[config.mk]
export PLATFORM = sky130hd
export DESIGN_NAME = pla_sweep_reader
export DESIGN_NICKNAME = d
export VERILOG_FILES = /design/src/rtl/pla_sweep_pkg.sv /design/src/rtl/pla_sweep_misr.sv /design/src/rtl/pla_sweep_reader.sv
export SDC_FILE = /design/constraint.sdc
export NUM_CORES = 1
export LEC_CHECK = 0
export BUFFER_PORTS_ARGS = -buffer_cell sky130_fd_sc_hd__clkbuf_2
export CAP_MARGIN = 10
export CORE_ASPECT_RATIO = 0.5
export CORE_MARGIN = 2
export CORE_UTILIZATION = 45
export CTS_CLUSTER_DIAMETER = 60
export DETAILED_ROUTE_END_ITERATION = 8
export SETUP_SLACK_MARGIN = 0.2
export SYNTH_ARGS = -nofsm -noshare
export SYNTH_HDL_FRONTEND = slang
export SYNTH_SLANG_ARGS = --single-unit
[constraint.sdc]
create_clock -name clk -period 3.6 [get_ports clk]
set_input_delay 0.36 -clock clk [delete_from_list [all_inputs] [get_ports clk]]
set_output_delay 0.36 -clock clk [all_outputs]
set_load 0.01 [all_outputs]
[src/rtl/pla_sweep_pkg.sv]
// pla_sweep_pkg: shared state encoding, CRC constants and Gray helper for the PLA sweep reader.
`default_nettype none

package pla_sweep_pkg;

  typedef enum logic [1:0] {
    IDLE  = 2'd0,
    DRIVE = 2'd1,
    DONE  = 2'd2
  } state_t;

  localparam logic [15:0] CRC16_POLY = 16'h1021;
  localparam logic [15:0] SIG_INIT   = 16'hFFFF;

  function automatic logic [31:0] gray_of(input logic [31:0] i);
    return i ^ (i >> 1);
  endfunction

endpackage

`default_nettype wire

[src/rtl/pla_sweep_misr.sv]
// pla_sweep_misr: serial CRC signature register; init loads all-ones, en shifts in one bit.
`default_nettype none

module pla_sweep_misr
  import pla_sweep_pkg::*;
#(
  parameter int               SIG_W = 16,
  parameter logic [SIG_W-1:0] POLY  = SIG_W'(CRC16_POLY)
) (
  input  logic             clk,
  input  logic             rst_n,
  input  logic             i_init,
  input  logic             i_en,
  input  logic             i_bit,
  output logic [SIG_W-1:0] o_sig
);

  logic [SIG_W-1:0] r_sig;
  logic [SIG_W-1:0] w_next;

  // Galois-style update: feedback is the outgoing MSB xored with the new bit.
  always_comb begin
    w_next = {r_sig[SIG_W-2:0], 1'b0} ^ ((r_sig[SIG_W-1] ^ i_bit) ? POLY : '0);
  end

  always_ff @(posedge clk) begin
    if (!rst_n) begin
      r_sig <= '1;
    end else if (i_init) begin
      r_sig <= '1;
    end else if (i_en) begin
      r_sig <= w_next;
    end
  end

  assign o_sig = r_sig;

endmodule

`default_nettype wire

[src/rtl/pla_sweep_reader.sv]
// pla_sweep_reader: sweeps all 2^N_IN vectors into a combinational PLA, capturing truth table,
// ON-set count and CRC signature. Optional Gray-code sweep order via macro PLA_SWEEP_GRAY_EN.
`default_nettype none

module pla_sweep_reader
  import pla_sweep_pkg::*;
#(
  parameter int N_IN   = 8,
  parameter int SETTLE = 1,
  parameter int SIG_W  = 16
) (
  input  logic             clk,
  input  logic             rst_n,
  input  logic             start,
  output logic             busy,
  output logic             done,
  output logic [N_IN-1:0]  x_out,
  input  logic             y_in,
  output logic [N_IN:0]    onset_count,
  output logic [SIG_W-1:0] signature,
  input  logic [N_IN-1:0]  tt_rd_addr,
  output logic             tt_rd_data
);

  localparam int              c_depth  = 1 << N_IN;
  localparam logic [N_IN-1:0] c_last   = '1;
  localparam logic [3:0]      c_settle = 4'(SETTLE);

  state_t             r_state;
  state_t             w_next_state;
  logic [N_IN-1:0]    r_idx;
  logic [3:0]         r_cnt;
  logic [N_IN:0]      r_onset;
  logic [c_depth-1:0] r_tt;
  logic               r_rd_data;
  logic [N_IN-1:0]    w_x;
  logic               w_accept;
  logic               w_sample;
  logic               w_last;

`ifdef PLA_SWEEP_GRAY_EN
  assign w_x = N_IN'(gray_of(32'(r_idx)));
`else
  assign w_x = r_idx;
`endif

  assign w_accept = start && (r_state != DRIVE);
  assign w_sample = (r_state == DRIVE) && (r_cnt == 4'd0);
  assign w_last   = w_sample && (r_idx == c_last);

  always_ff @(posedge clk) begin
    if (!rst_n) begin
      r_state <= IDLE;
    end else begin
      r_state <= w_next_state;
    end
  end

  always_comb begin
    w_next_state = r_state;
    case (r_state)
      IDLE:    if (start)  w_next_state = DRIVE;
      DRIVE:   if (w_last) w_next_state = DONE;
      DONE:    if (start)  w_next_state = DRIVE;
      default: w_next_state = IDLE;
    endcase
  end

  always_comb begin
    busy = 1'b0;
    done = 1'b0;
    case (r_state)
      DRIVE:   busy = 1'b1;
      DONE:    done = 1'b1;
      default: ;
    endcase
  end

  // The index is not advanced past the terminal vector so x_out holds it in DONE.
  always_ff @(posedge clk) begin
    if (!rst_n) begin
      r_idx   <= '0;
      r_cnt   <= 4'd0;
      r_onset <= '0;
      r_tt    <= '0;
    end else if (w_accept) begin
      r_idx   <= '0;
      r_cnt   <= c_settle;
      r_onset <= '0;
    end else if (r_state == DRIVE) begin
      if (r_cnt != 4'd0) begin
        r_cnt <= r_cnt - 4'd1;
      end else begin
        r_tt[w_x] <= y_in;
        r_onset   <= r_onset + (N_IN + 1)'(y_in);
        if (!w_last) begin
          r_idx <= r_idx + N_IN'(1);
          r_cnt <= c_settle;
        end
      end
    end
  end

  // Write-first: a sample landing on the read address this cycle is forwarded.
  always_ff @(posedge clk) begin
    if (!rst_n) begin
      r_rd_data <= 1'b0;
    end else if (w_sample && (tt_rd_addr == w_x)) begin
      r_rd_data <= y_in;
    end else begin
      r_rd_data <= r_tt[tt_rd_addr];
    end
  end

  pla_sweep_misr #(
    .SIG_W (SIG_W),
    .POLY  (SIG_W'(CRC16_POLY))
  ) u_misr (
    .clk    (clk),
    .rst_n  (rst_n),
    .i_init (w_accept),
    .i_en   (w_sample),
    .i_bit  (y_in),
    .o_sig  (signature)
  );

  assign x_out       = w_x;
  assign onset_count = r_onset;
  assign tt_rd_data  = r_rd_data;

endmodule

`default_nettype wire
---- Word-level counts from Yosys, hierarchy flattened ----
Index checks and enable logic that the tools add are counted.
storage, ports and cells
  output and inout port bits .............. 36
  input port bits ......................... 12
  register bits ........................... 296
  word-level logic and storage cells ...... 62
operators by class
  order comparisons ....................... 3
  mux-type cells .......................... 16
  bitwise gates (word level) .............. 6
  reduce and logical (&&, ||, !) cells .... 17
  eq/ne operators ......................... 9
  add/sub/neg operators ................... 3
operators by type and width
  operator                                                    number
  bitwise mux 256 bit                                         1
  less-than comparator 8 x 9 -> 1 bit, second input constant  2
  XOR 16 bit                                                  1
  two-way mux 13 bit                                          1
  adder 9 x 1 -> 9 bit                                        1
  adder 8 x 1 -> 8 bit, second input constant                 1
  binary-select mux 1 bit (select 8 bit)                      1
  demux 1 bit (select 8 bit)                                  1
  == test 8 bit                                               1
  == test 8 bit, second input constant                        1
  >= comparator 8 x 1 -> 1 bit, second input constant         1
  two-way mux 4 bit                                           2
  AND reduction 2 bit                                         4
  two-way mux 1 bit                                           7
  != test 2 x 1 -> 1 bit, second input constant               3
  AND reduction 3 bit                                         2
  logical AND 1 bit                                           5
  logical NOT 4 bit                                           1
  two-way mux 2 bit                                           2
  NOT 1 bit                                                   4
  one-hot mux 2 bit (2 select lines)                          1
  nonzero test 4 bit                                          1
  OR reduction 2 bit                                          2
  subtractor 4 x 1 -> 4 bit, second input constant            1
  7 further kinds                                             7

---- Logic depth before layout (Yosys ltp) ----
  word-level depth ........................ 7
  gate-level depth with buffers ........... 10
  mapped depth without buffers ............ 6

---- Modules after synthesis ----
Synthesis repeated with hierarchy kept, for this count alone.
second synthesis, totals
  cells, all modules ...................... 1,708
  area, all modules ....................... 15,133.3 um^2
modules (own cells, without submodules)
  module            sequential area each (um^2)  instances  area an instance (um^2)  cells each
  pla_sweep_reader  5,605.4                      1          14,405.1                 1,638
  pla_sweep_misr    320.3                        1          728.2                    70

---- Worst setup path after synthesis ----
OpenSTA, ideal clock, no wires.
  kind .................................... in2reg
  start ................................... input port tt_rd_addr[0]
  end ..................................... register r_rd_data, in the netlist tt_rd_data
  stages on the path ...................... 10
  library setup time ...................... 132 ps
  slack ................................... 1,466 ps
  arrival ................................. 2,002 ps
  path buffers ............................ 4
  required time ........................... 3,468 ps
  cells stage by stage .................... buf_4 > buf_6 > buf_6 > buf_6 > mux2i_1 > o221ai_1 > o22ai_1 > nor3_1 > o41ai_1 > o211ai_1
on the way
  word-level cells in the longest chain between the ends .. 3
  elaborated cells on any way between the ends .. 5
  classes of those cells .................. eq/ne (1); mux (3); reduce/logical (1)
RTL lines
  what                                                                                 line                                              text
  start, declared                                                                      pla_sweep_reader.sv:21                            input logic [N_IN-1:0] tt_rd_addr,
  binary-select mux 1 bit (select 8 bit) / == test 8 bit (equally long branches)       pla_sweep_reader.sv:111, pla_sweep_reader.sv:108
  two-way mux 1 bit (implied by the code) / logical AND 1 bit (equally long branches)  pla_sweep_reader.sv:111, pla_sweep_reader.sv:108
  two-way mux 1 bit (*)                                                                pla_sweep_reader.sv:108                           end else if (w_sample && (tt_rd_addr == w_x)) begin
  end signal, assigned                                                                 pla_sweep_reader.sv:109                           r_rd_data <= y_in;
  end signal, assigned                                                                 pla_sweep_reader.sv:111                           r_rd_data <= r_tt[tt_rd_addr];
  end, declared                                                                        pla_sweep_reader.sv:35                            logic r_rd_data;
Every way passes the cells marked *; elsewhere a longest branch is shown, timed or not. The select of a mux whose other input is x is not followed.
A chain may end at the register's enable or synchronous reset.

---- Worst setup path in the final report ----
  start ................................... register r_cnt[3]
  end ..................................... register r_tt[193]
on the way
  word-level cells in the longest chain between the ends .. 3
RTL lines
  what                           line                    text
  start, declared                pla_sweep_reader.sv:32  logic [3:0] r_cnt;
  start signal, assigned         pla_sweep_reader.sv:88  r_cnt <= c_settle;
  start signal, assigned         pla_sweep_reader.sv:92  r_cnt <= r_cnt - 4'd1;
  start signal, assigned         pla_sweep_reader.sv:98  r_cnt <= c_settle;
  nonzero test 4 bit             pla_sweep_reader.sv:91  if (r_cnt != 4'd0) begin
  NOT 1 bit (no line)            -
  AND reduction 3 bit (no line)  -
  end signal, assigned by index  pla_sweep_reader.sv:94  r_tt[w_x] <= y_in;
  end, declared                  pla_sweep_reader.sv:34  logic [c_depth-1:0] r_tt;
Every way passes these cells.

==> results.md <==
- Outcome: complete, no violations
- IR drop worst, VDD: 0.0003141 V
- Largest cells by area after synthesis: dfxtp_1 (39%), nand3_1 (9.2%), o21ai_0 (7.9%), a21boi_0 (7.2%), mux4_2 (6.7%)
- Worst-skew pair later-pin latency: 570 ps
- Largest stage delay, worst path: 580 ps
- Top Ports: 48
- Critical Path Source Type: flip-flop
- Max Fclk: 335.1 MHz
- Multi-input gate area: 8223 um^2
- Pwr/cell area: 421.3 nW/um^2
- Register Area: 5926 um^2
- Crit path DAT: 3420 ps
- Max-slew violations: 0
- Largest net degree at the start of global routing: 163
- Final WL: 51550 um
- Cell Area, Synth: 15120 um^2
- GRT Overall Usage: 0.2884
- RSZ-0062 raised after global routing: no
- Fill count: 3140
- Synth Warn #: 0
- DRC: 0
- First-pass GRT wire length: 78630 um
- Non-filler cells, final: 2072
- Reg-to-reg startpoint: r_cnt[3]
- Vias per cell: 6.517
- # Post-CTS Setup Buffers: 0
- Worst EP required: 4040 ps
- Antenna viol nets, final: 0
- Post-DP HPWL: 31070 um
- Max-Cap Viols: 0
- FFs w/ async S/R, synth: 0
- Int Power: 5132 uW
- CTS Buffer Depth: 3
- Synthesized area per cell: 8.908 um^2
- Slew margin rel.: 0.1602
- Layout Nets: 1628
- Leak: 0.005194 uW
- # placed instances: 2021
- Placer congestion estimate: 0.8442
- CTS Hold Bufs: 0
- M3 GR Usage: 0.06340
- DR iter-0 viols: 1533
- Core area: 33050 um^2
- CP cell instances: or2_1, nand2b_4, nor3_1, nand3_1, o21ai_0, a21boi_0
- Net Sw Frac: 0.2468
- Cells after Synth: 1697
- CTS clk-pin slew, worst paths: 60 ps
- Final TNS setup: 0 ps
- Vias in the first global route: 13040
- Rows: 47
- TritonCTS clock tree: built
- CTS buffer count: 28
- Layout cells sized above 1: 0.1319
- Mapped Nets: 1715
- GR Layer Usage met2: 0.4411
- Cell area after layout: 16170 um^2
- Routed len/inst: 24.88 um
- Synth Register Bits: 296
- Reg power frac: 0.485
- Top-area cell type share of the netlist area: 0.3920
- CTS HTree Levels: 1
- Port bufs: 47
- Root buf cell: clkbuf_16
- Via Count: 13500
- Post-synthesis sequential area ratio: 0.3920
- Worst Min Path Start: start
- Clock sinks: 296
- Met1 usage: 0.4057
- Chip Height: 133.6 um
- Worst R2R Setup Slack: 620 ps
- Post-synth EDFFs: 0
- Chip width: 263.2 um
- Crit Path Class: reg -> reg
- Main flop type after synthesis: dfxtp_1
- Post-route worst setup slack: 616.0 ps
- Type of destination of the critical path: flip-flop
- Synth-to-layout area growth: 6.986%
- Comb pwr share: 0.070
- Drt first pass iters: 6
- Layer with the highest usage: met2
- Pre-CTS setup slack: 688.1 ps
- Initial Utilization: 0.4574
- Setup Skew: 14.79 ps
- Total gr overflow: 0
- Fin crit share: 0.8289
- Net Sw Power: 1681 uW
- Min Clock Period, post-route: 2984 ps
- Netlist cell types: 73
- Initial antenna violation count: 1
- Worst Tran Pin Value: 1257 ps
- Die area: 35160 um^2
- Final setup viols: 0
- Cell Area, Placed: 15250 um^2
- Max FO, Critical Path: 33
- Post-CTS sizing: 0
- Hold crit path type: in -> reg
- Worst Setup SP: r_cnt[3]
- Synth area leader: dfxtp_1
- Final Hold Viols: 0
- Clock network fraction of total power: 0.445
- Crit-path slowest cell: nor3_1
==> area by class of cell <==
| cell class | instances | share of cell area |
|---|---|---|
| multi-input combinational | 1194 | 0.5084 |
| tap | 441 | 0.03412 |
| antenna | 1 | 0.0001547 |
| clock buffer | 42 | 0.05222 |
| clock inverter | 8 | 0.004564 |
| inverter | 13 | 0.003017 |
| sequential | 296 | 0.3664 |
| timing repair buffer | 77 | 0.03110 |
==> flip-flops by register name, summed over array words and instances (netlist names) <==
register      count
u_misr.o_sig     16
r_tt            256
r_cnt             4
x_out             8
onset_count       9
tt_rd_data        1
r_state           2
==> cells in the final DEF (no fill, tap or decap), drive strengths merged, types with 5 or more instances in the layout <==
master | netlist | layout
nand2b | 10 | 10
nand3 | 280 | 280
mux4 | 45 | 45
nor2 | 36 | 36
xnor2 | 12 | 12
o22ai | 6 | 6
nand4 | 8 | 8
clkbuf | 135 | 85
nor4 | 7 | 7
nand2 | 86 | 86
ha | 6 | 6
inv | 13 | 14
o211ai | 5 | 5
or3 | 5 | 5
and2 | 15 | 15
xor2 | 8 | 8
o221ai | 8 | 8
a21boi | 247 | 247
nor2b | 21 | 21
and3 | 7 | 7
a21oi | 16 | 16
mux2i | 50 | 50
dfxtp | 296 | 296
o21ai | 252 | 252
a22oi | 11 | 11
buf | 59 | 34
nor3 | 14 | 14
==> stage by stage <==
step | util | power [uW] | hold slack (ps)
6_report | 0.4894 | 6813 | 95.15
5_1_grt | 0.4894 | 7002 | 93.12
4_1_cts | 0.4893 | 6815 | 74.76
3_5_place_dp | 0.4615 | 3845 | 442.7
3_3_place_gp | 0.4615 | 3838 | 426.8
2_1_floorplan | - | 3722 | 418.1
==> worst max-delay path: cells and delay by family, from the launching register on <==
kind	cells	cell delay, ps
AOI/OAI and AO/OA	2	510
DFF	1	320
and+or+nand+nor	4	2010
==> metal layers <==
metal | share of wire | vias up
li1 | - | 5959
met3 | 0.11 | 127
met1 | 0.43 | 6702
met5 | 0 | -
met2 | 0.43 | 715
met4 | 0.031 | 0
==> cell usage after synthesis, drive strengths merged, types with 15 or more instances <==
| master | number |
|---|---|
| clkbuf | 135 |
| a21oi | 16 |
| a21boi | 247 |
| mux2i | 50 |
| nor2 | 36 |
| nand3 | 280 |
| and2 | 15 |
| dfxtp | 296 |
| o21ai | 252 |
| mux4 | 45 |
| buf | 59 |
| nand2 | 86 |
| nor2b | 21 |
==> cell families after synthesis <==
group,share of synthesized area
buf+inv,0.06406
mux,0.1016
xor+xnor,0.01159
simple gates,0.1807
fa+ha+maj,0.004966
compound gates,0.2451
flops,0.3920
==> worst paths after layout <==
check / endpoint / cells after the start
worst min register to register: r_cnt[3] / 2
worst max-delay path: r_tt[193] / 6
worst min-delay path: r_state[0] / 3
worst max register to register: r_tt[193] / 6
==> power by group through the flow <==
stage | sequential, uW | combinational [uW] | clock [uW]
2_1_floorplan | 3380 | 345 | 0
3_3_place_gp | 3380 | 460 | 0
3_5_place_dp | 3380 | 466 | 0
4_1_cts | 3300 | 467 | 3040
5_1_grt | 3300 | 504 | 3190
6_report | 3300 | 478 | 3030
Note: power is estimated with default switching activity, not from simulation.
